<file path="config.mk">
export PLATFORM = sky130hd
export DESIGN_NAME = seg7_scan_capture_flat
export DESIGN_NICKNAME = d
export VERILOG_FILES = /design/src/rtl/seg7_scan_capture_if.sv /design/src/rtl/seg7_scan_capture.sv /design/src/flat_wrapper.sv
export SDC_FILE = /design/constraint.sdc
export NUM_CORES = 1
export LEC_CHECK = 0
export CORE_UTILIZATION = 30
export CTS_CLUSTER_DIAMETER = 50
export DETAILED_ROUTE_END_ITERATION = 7
export GPL_ROUTABILITY_DRIVEN = 1
export PLACE_DENSITY = 0.48
export SYNTH_ARGS = -nofsm -noshare
export SYNTH_HDL_FRONTEND = slang
export SYNTH_SLANG_ARGS = --single-unit
</file>
<file path="constraint.sdc">
create_clock -name i_clk -period 4.25 [get_ports i_clk]
set_input_delay 1.275 -clock i_clk [delete_from_list [all_inputs] [get_ports i_clk]]
set_output_delay 1.275 -clock i_clk [all_outputs]
set_load 0.02 [all_outputs]
</file>
<file path="src/rtl/seg7_scan_capture_if.sv">
// Bus between a multiplexed 7-segment display tap and the capture engine.
// Signal names follow the block's external pin names.
interface seg7_scan_capture_if #(
  parameter int NUM_DIGITS = 4
);
  logic [6:0]              i_seg;
  logic [NUM_DIGITS-1:0]   i_dig_en;
  logic                    i_capture;
  logic [4*NUM_DIGITS-1:0] o_value;
  logic                    o_valid;
  logic                    o_err;
  logic                    o_timeout;
  logic                    o_busy;

  modport master (
    output i_seg, i_dig_en, i_capture,
    input  o_value, o_valid, o_err, o_timeout, o_busy
  );

  modport slave (
    input  i_seg, i_dig_en, i_capture,
    output o_value, o_valid, o_err, o_timeout, o_busy
  );
endinterface

</file>
<file path="src/rtl/seg7_scan_capture.sv">
// Samples a scanned 7-segment display and reassembles one full hex frame per
// capture request, accepting each digit only after it has been stable.
module seg7_scan_capture #(
  parameter int NUM_DIGITS           = 4,
  parameter int COMMON_ANODE_CATHODE = 0,
  parameter int STABLE_CYCLES        = 4,
  parameter int TIMEOUT_CYCLES       = 65535
) (
  input logic               i_clk,
  input logic               i_rst_n,
  seg7_scan_capture_if.slave bus
);

  localparam int TW = $clog2(TIMEOUT_CYCLES + 1);
  localparam logic [7:0]    STABLE_MAX = 8'(STABLE_CYCLES);
  localparam logic [TW-1:0] TMO_MAX    = TW'(TIMEOUT_CYCLES);

  typedef enum logic {IDLE, CAPTURE} state_t;

  state_t state, next_state;

  logic [6:0]              seg_q, seg_prev;
  logic [NUM_DIGITS-1:0]   dig_q, dig_prev;
  logic [7:0]              stab_cnt, stab_next;
  logic [TW-1:0]           tmo_cnt, tmo_next;
  logic [NUM_DIGITS-1:0]   flags, flags_next, capture_mask;
  logic [4*NUM_DIGITS-1:0] frame_value, value;
  logic                    frame_err, err, valid, timeout;
  logic                    one_hot, same, accept, finish_ok, finish_tmo;
  logic [6:0]              seg_fix;
  logic [4:0]              dec;

  // {valid, nibble}; invalid patterns decode to nibble 0.
  function automatic logic [4:0] decode7(input logic [6:0] p);
    logic [4:0] r;
    case (p)
      7'h3F: r = 5'h10;  7'h06: r = 5'h11;  7'h5B: r = 5'h12;  7'h4F: r = 5'h13;
      7'h66: r = 5'h14;  7'h6D: r = 5'h15;  7'h7D: r = 5'h16;  7'h07: r = 5'h17;
      7'h7F: r = 5'h18;  7'h6F: r = 5'h19;  7'h77: r = 5'h1A;  7'h7C: r = 5'h1B;
      7'h39: r = 5'h1C;  7'h5E: r = 5'h1D;  7'h79: r = 5'h1E;  7'h71: r = 5'h1F;
      default: r = 5'h00;
    endcase
    return r;
  endfunction

  assign seg_fix = (COMMON_ANODE_CATHODE != 0) ? ~seg_q : seg_q;
  assign dec     = decode7(seg_fix);
  assign one_hot = $onehot(dig_q);
  assign same    = ({dig_q, seg_q} == {dig_prev, seg_prev});

  // NOTE: every variable gets a default before any branch so no latch is inferred.
  always_comb begin
    stab_next = 8'd0;
    if (one_hot) begin
      if (!same)                    stab_next = 8'd1;
      else if (stab_cnt >= STABLE_MAX) stab_next = STABLE_MAX;
      else                          stab_next = stab_cnt + 8'd1;
    end
  end

  assign accept       = (state == CAPTURE) && one_hot && (stab_next == STABLE_MAX);
  assign capture_mask = accept ? (dig_q & ~flags) : '0;
  assign flags_next   = flags | capture_mask;
  assign tmo_next     = tmo_cnt + 1'b1;

  always_ff @(posedge i_clk or negedge i_rst_n) begin
    if (!i_rst_n) state <= IDLE;
    else          state <= next_state;
  end

  // Completion is judged on the registered flags; a digit landing on the
  // timeout edge still completes the frame one cycle later.
  always_comb begin
    next_state = state;
    finish_ok  = 1'b0;
    finish_tmo = 1'b0;
    case (state)
      IDLE: if (bus.i_capture) next_state = CAPTURE;
      CAPTURE: begin
        if (&flags) begin
          next_state = IDLE;
          finish_ok  = 1'b1;
        end else if ((tmo_next == TMO_MAX) && !(&flags_next)) begin
          next_state = IDLE;
          finish_tmo = 1'b1;
        end
      end
      default: next_state = IDLE;
    endcase
  end

  // NOTE: sequential state uses non-blocking assignments only; the frame
  // buffer is reset too, so nothing in the block powers up undefined.
  always_ff @(posedge i_clk or negedge i_rst_n) begin
    if (!i_rst_n) begin
      seg_q       <= '0;
      seg_prev    <= '0;
      dig_q       <= '0;
      dig_prev    <= '0;
      stab_cnt    <= '0;
      tmo_cnt     <= '0;
      flags       <= '0;
      frame_err   <= 1'b0;
      frame_value <= '0;
      value       <= '0;
      err         <= 1'b0;
      valid       <= 1'b0;
      timeout     <= 1'b0;
    end else begin
      seg_q    <= bus.i_seg;
      dig_q    <= bus.i_dig_en;
      seg_prev <= seg_q;
      dig_prev <= dig_q;
      valid    <= finish_ok;
      timeout  <= finish_tmo;
      if (finish_ok) begin
        value <= frame_value;
        err   <= frame_err;
      end
      // Holding everything cleared in IDLE gives a fresh frame on entry.
      if (state == IDLE) begin
        stab_cnt  <= '0;
        tmo_cnt   <= '0;
        flags     <= '0;
        frame_err <= 1'b0;
      end else begin
        stab_cnt <= stab_next;
        tmo_cnt  <= tmo_next;
        flags    <= flags_next;
        for (int k = 0; k < NUM_DIGITS; k++) begin
          if (capture_mask[k]) frame_value[4*k +: 4] <= dec[3:0];
        end
        if ((|capture_mask) && !dec[4]) frame_err <= 1'b1;
      end
    end
  end

  assign bus.o_value   = value;
  assign bus.o_valid   = valid;
  assign bus.o_err     = err;
  assign bus.o_timeout = timeout;
  assign bus.o_busy    = (state == CAPTURE);

endmodule

</file>
<file path="src/flat_wrapper.sv">
// flat-port wrapper written by rule: the top's interface ports become plain ports
module seg7_scan_capture_flat 
#(
  parameter int NUM_DIGITS           = 4,
  parameter int COMMON_ANODE_CATHODE = 0,
  parameter int STABLE_CYCLES        = 4,
  parameter int TIMEOUT_CYCLES       = 65535
)
  (i_clk, i_rst_n, bus_i_seg, bus_i_dig_en, bus_i_capture, bus_o_value, bus_o_valid, bus_o_err, bus_o_timeout, bus_o_busy);
  seg7_scan_capture_if #(.NUM_DIGITS(NUM_DIGITS)) bus_i ();
  input logic i_clk;
  input logic i_rst_n;
  input wire logic [$bits(bus_i.i_seg)-1:0] bus_i_seg;
  input wire logic [$bits(bus_i.i_dig_en)-1:0] bus_i_dig_en;
  input wire logic [$bits(bus_i.i_capture)-1:0] bus_i_capture;
  output wire logic [$bits(bus_i.o_value)-1:0] bus_o_value;
  output wire logic [$bits(bus_i.o_valid)-1:0] bus_o_valid;
  output wire logic [$bits(bus_i.o_err)-1:0] bus_o_err;
  output wire logic [$bits(bus_i.o_timeout)-1:0] bus_o_timeout;
  output wire logic [$bits(bus_i.o_busy)-1:0] bus_o_busy;
  assign bus_i.i_seg = bus_i_seg;
  assign bus_i.i_dig_en = bus_i_dig_en;
  assign bus_i.i_capture = bus_i_capture;
  assign bus_o_value = bus_i.o_value;
  assign bus_o_valid = bus_i.o_valid;
  assign bus_o_err = bus_i.o_err;
  assign bus_o_timeout = bus_i.o_timeout;
  assign bus_o_busy = bus_i.o_busy;
  seg7_scan_capture #(.NUM_DIGITS(NUM_DIGITS), .COMMON_ANODE_CATHODE(COMMON_ANODE_CATHODE), .STABLE_CYCLES(STABLE_CYCLES), .TIMEOUT_CYCLES(TIMEOUT_CYCLES)) u_core (.i_clk(i_clk), .i_rst_n(i_rst_n), .bus(bus_i));
endmodule
</file>
==> impl_metrics.csv <==
group,metric,value,unit
status,status,"finished, final reports clean",
detailed_routing,vias_per_cell,4.72,
floorplanning,die_x,117,um
detailed_routing,vias,2722,
synthesis,ys_seq_area_frac,0.550,
worst_setup_path,cp_max_fo,7,
clocking,cts_sinks,87,
global_routing,overflow,0,
timing,setup_ws,938,ps
run,drv_cap,0,
floorplanning,initial_core_util,0.311,
clocking,cts_buffers,9,
timing,worst_slew_margin_rel,0.258,
timing,period_share,0.779,
timing,hold_viol_final,0,
detailed_routing,drt-total-wl,8.15,mm
worst_setup_path,cp-end-kind,"flip-flop",
detailed_routing,first_pass_iters,4,
power,power_density,405,mW/mm^2
timing,worst_pin_slew,1110,ps
clocking,htreeDepth,3,
cells_and_area,nFillCells,1312,
timing,max_clock_freq,302,MHz
timing,slew_violations,0,
placed_design,dpl.cell_count,561,
cells_and_area,antenna_cells,0,
synthesis,synth_area_per_cell,10.8,um^2
clocking,clk_pin_slew,60,ps
cells_and_area,drive_gt1_frac,0.109,
clocking,clockBufferDepth,2,
placed_design,post-place-ws,949,ps
synthesis,synth_area,0.00396,mm^2
synthesis,synth_largest_area_cell,"dfrtp_1",
cells_and_area,stdcell_count,577,
cells_and_area,synthToLayoutAreaGrowth,20.0,%
worst_setup_path,worst_ep_required_time,4460,ps
worst_setup_path,cp.arrival,3520,ps
clocking,cts_resized,0,
worst_hold_path,hold_class,"flip-flop to flip-flop",
synthesis,synthTopCellsByArea,"dfrtp_1, nand2_1, mux2_2",
clocking,root_buffer,"clkbuf_16",
placed_design,dp_hpwl,5.52,mm
global_routing,grt_pass1_vias,2785,
clocking,cts_setup_buffers,0,
power,peakVddDrop,0.000188,V
timing,rsz0062_at_grt,"no",
floorplanning,die_y,117,um
timing,clock_skew,9.58,ps
clocking,cts-hold-fix-buffers,0,
floorplanning,ios,34,
timing,period_needed,3310,ps
global_routing,grt_pass1_wl,14.0,mm
worst_setup_path,crit_type,"flip-flop to flip-flop",
floorplanning,fp.dieArea,0.0137,mm^2
floorplanning,rows,41,
power,p_leak,2.08,nW
synthesis,netlist_instances,368,
worst_setup_path,cp-start-kind,"flip-flop",
global_routing,antenna_found_initial,0,
synthesis,yosysTopAreaCellShare,0.550,
synthesis,ys.warnings.count,0,
synthesis,async_flop_share,1.00,
global_routing,grt_max_degree,88,
global_routing,grt.total_usage,0.138,
synthesis,ys_top_cells_by_count,"dfrtp_1, nand2_1, mux2_2, xnor2_1",
floorplanning,core,0.0127,mm^2
synthesis,synth_flop_cell,"dfrtp_1",
synthesis,synth_edf_count,0,
timing,setup_viol_count_final,0,
clocking,clock_latency,340,ps
placed_design,port_buffers,33,
timing,setup_tns,0,ps
detailed_routing,routedWlPerCell,14.1,um
synthesis,yosysUniqueCellTypes,59,
cells_and_area,fin_nets,422,
detailed_routing,drc,0,
placed_design,routabilityCongestion,0.778,
detailed_routing,antenna_left,0,
synthesis,ys_seq_elements,87,
detailed_routing,drt-initial-drc-count,118,
clocking,cts_tree,"built",
synthesis,synth.most_common_cell,"dfrtp_1",
==> stage by stage <==
| step | util | total power, W | hold slack (ps) | area [um^2] |
|---|---|---|---|---|
| final | 0.373 | 0.00192 | 467 | 4750 |
| after global routing | 0.373 | 0.00203 | 497 | 4750 |
| after CTS | 0.373 | 0.00195 | 470 | 4750 |
| after detailed placement | 0.350 | 0.00114 | 462 | 4450 |
| after global placement | 0.350 | 0.00114 | 461 | 4450 |
| after floorplan | - | 0.00108 | 349 | 3970 |
==> worst paths after layout <==
| path | start | to | slack, ps | cells past startpoint |
|---|---|---|---|---|
| setup / recovery | u_core.dig_q[2] | u_core.bus.o_timeout | 940 | 9 |
| min in group asynchronous | i_rst_n | u_core.dig_prev[0] | 1130 | 1 |
| setup reg to reg | u_core.dig_q[2] | u_core.bus.o_timeout | 940 | 9 |
| max in group asynchronous | i_rst_n | u_core.seg_fix[3] | 2390 | 1 |
| hold reg to reg | u_core.frame_value[4] | u_core.bus.o_value[4] | 470 | 2 |
| hold / removal | u_core.frame_value[4] | u_core.bus.o_value[4] | 470 | 2 |
==> logic make-up (layout without fill, tap and decap cells) <==
group	after synthesis	in the layout	synth area share
AND/OR/NAND/NOR	155	155	0.205
flip-flops	87	87	0.550
AO/OA/AOI/OAI	43	43	0.0772
buffers and inverters	32	65	0.0332
XOR/XNOR	24	24	0.0550
multiplexers	18	18	0.0512
adder cells (fa/ha/maj)	8	8	0.0272
other	1	5	0.000948
==> layout by cell type, fill, tap and decap left out, drive strengths merged, types with 2 or more instances in the layout <==
| cell | n |
|---|---|
| xor2 | 5 |
| conb | 5 |
| nor2b | 6 |
| and2 | 12 |
| a21oi | 9 |
| xnor2 | 19 |
| clkinvlp | 3 |
| or4 | 3 |
| nor3 | 11 |
| o21a | 2 |
| o21ai | 10 |
| inv | 14 |
| a31oi | 3 |
| or3 | 6 |
| ha | 7 |
| nor2 | 10 |
| nand2b | 2 |
| nor4b | 2 |
| and3 | 5 |
| clkinv | 2 |
| clkdlybuf4s50 | 32 |
| a21boi | 4 |
| a2111oi | 3 |
| nor4 | 2 |
| nand2 | 64 |
| mux2 | 18 |
| clkbuf | 11 |
| nand4 | 9 |
| buf | 2 |
| nor3b | 2 |
| dfrtp | 87 |
| nand3 | 12 |
==> routing by layer <==
layer | vias to the layer above | track usage | part of all wire
met5 | - | 0 | 0
met4 | 0 | 0.0489 | 0.014
met3 | 11 | 0.0438 | 0.042
met2 | 51 | 0.220 | 0.47
met1 | 1329 | 0.177 | 0.48
li1 | 1331 | - | -
==> power breakdown <==
group / switching (W) / internal [W]
combinational: 0.0000958 / 0.0000909
sequential: 0.0000658 / 0.000874
clock: 0.000326 / 0.000471
==> critical path: stages, from the launching register on <==
cell	delay, ps
dfrtp_1	460
ha_1	320
ha_1	220
fa_1	430
and4bb_1	340
nand4_1	160
a2111oi_4	370
a21oi_1	140
or4_1	570
nor4b_1	170
==> state kept, by name, indices dropped and copies added (netlist names) <==
name / cells
u_core.frame_value: 16
u_core.dig_prev: 4
u_core.tmo_cnt: 16
u_core.bus.o_value: 16
u_core.seg_fix: 7
u_core.dig_q: 4
u_core.bus.o_busy: 1
u_core.flags: 4
u_core.bus.o_err: 1
u_core.seg_prev: 7
u_core.stab_cnt: 8
u_core.bus.o_valid: 1
u_core.frame_err: 1
u_core.bus.o_timeout: 1
==> final cells by class <==
type                            instances  area (um^2)  share of cell area
Clock buffer                           11          243              0.0511
Clock inverter                          5         57.6              0.0121
Inverter                               15         56.3              0.0119
Multi-Input combinational cell        253         1660               0.350
Sequential cell                        87         2180               0.459
Tap cell                              172          215              0.0453
Timing Repair Buffer                   34          335              0.0706
(Power assumes the default switching activity.)
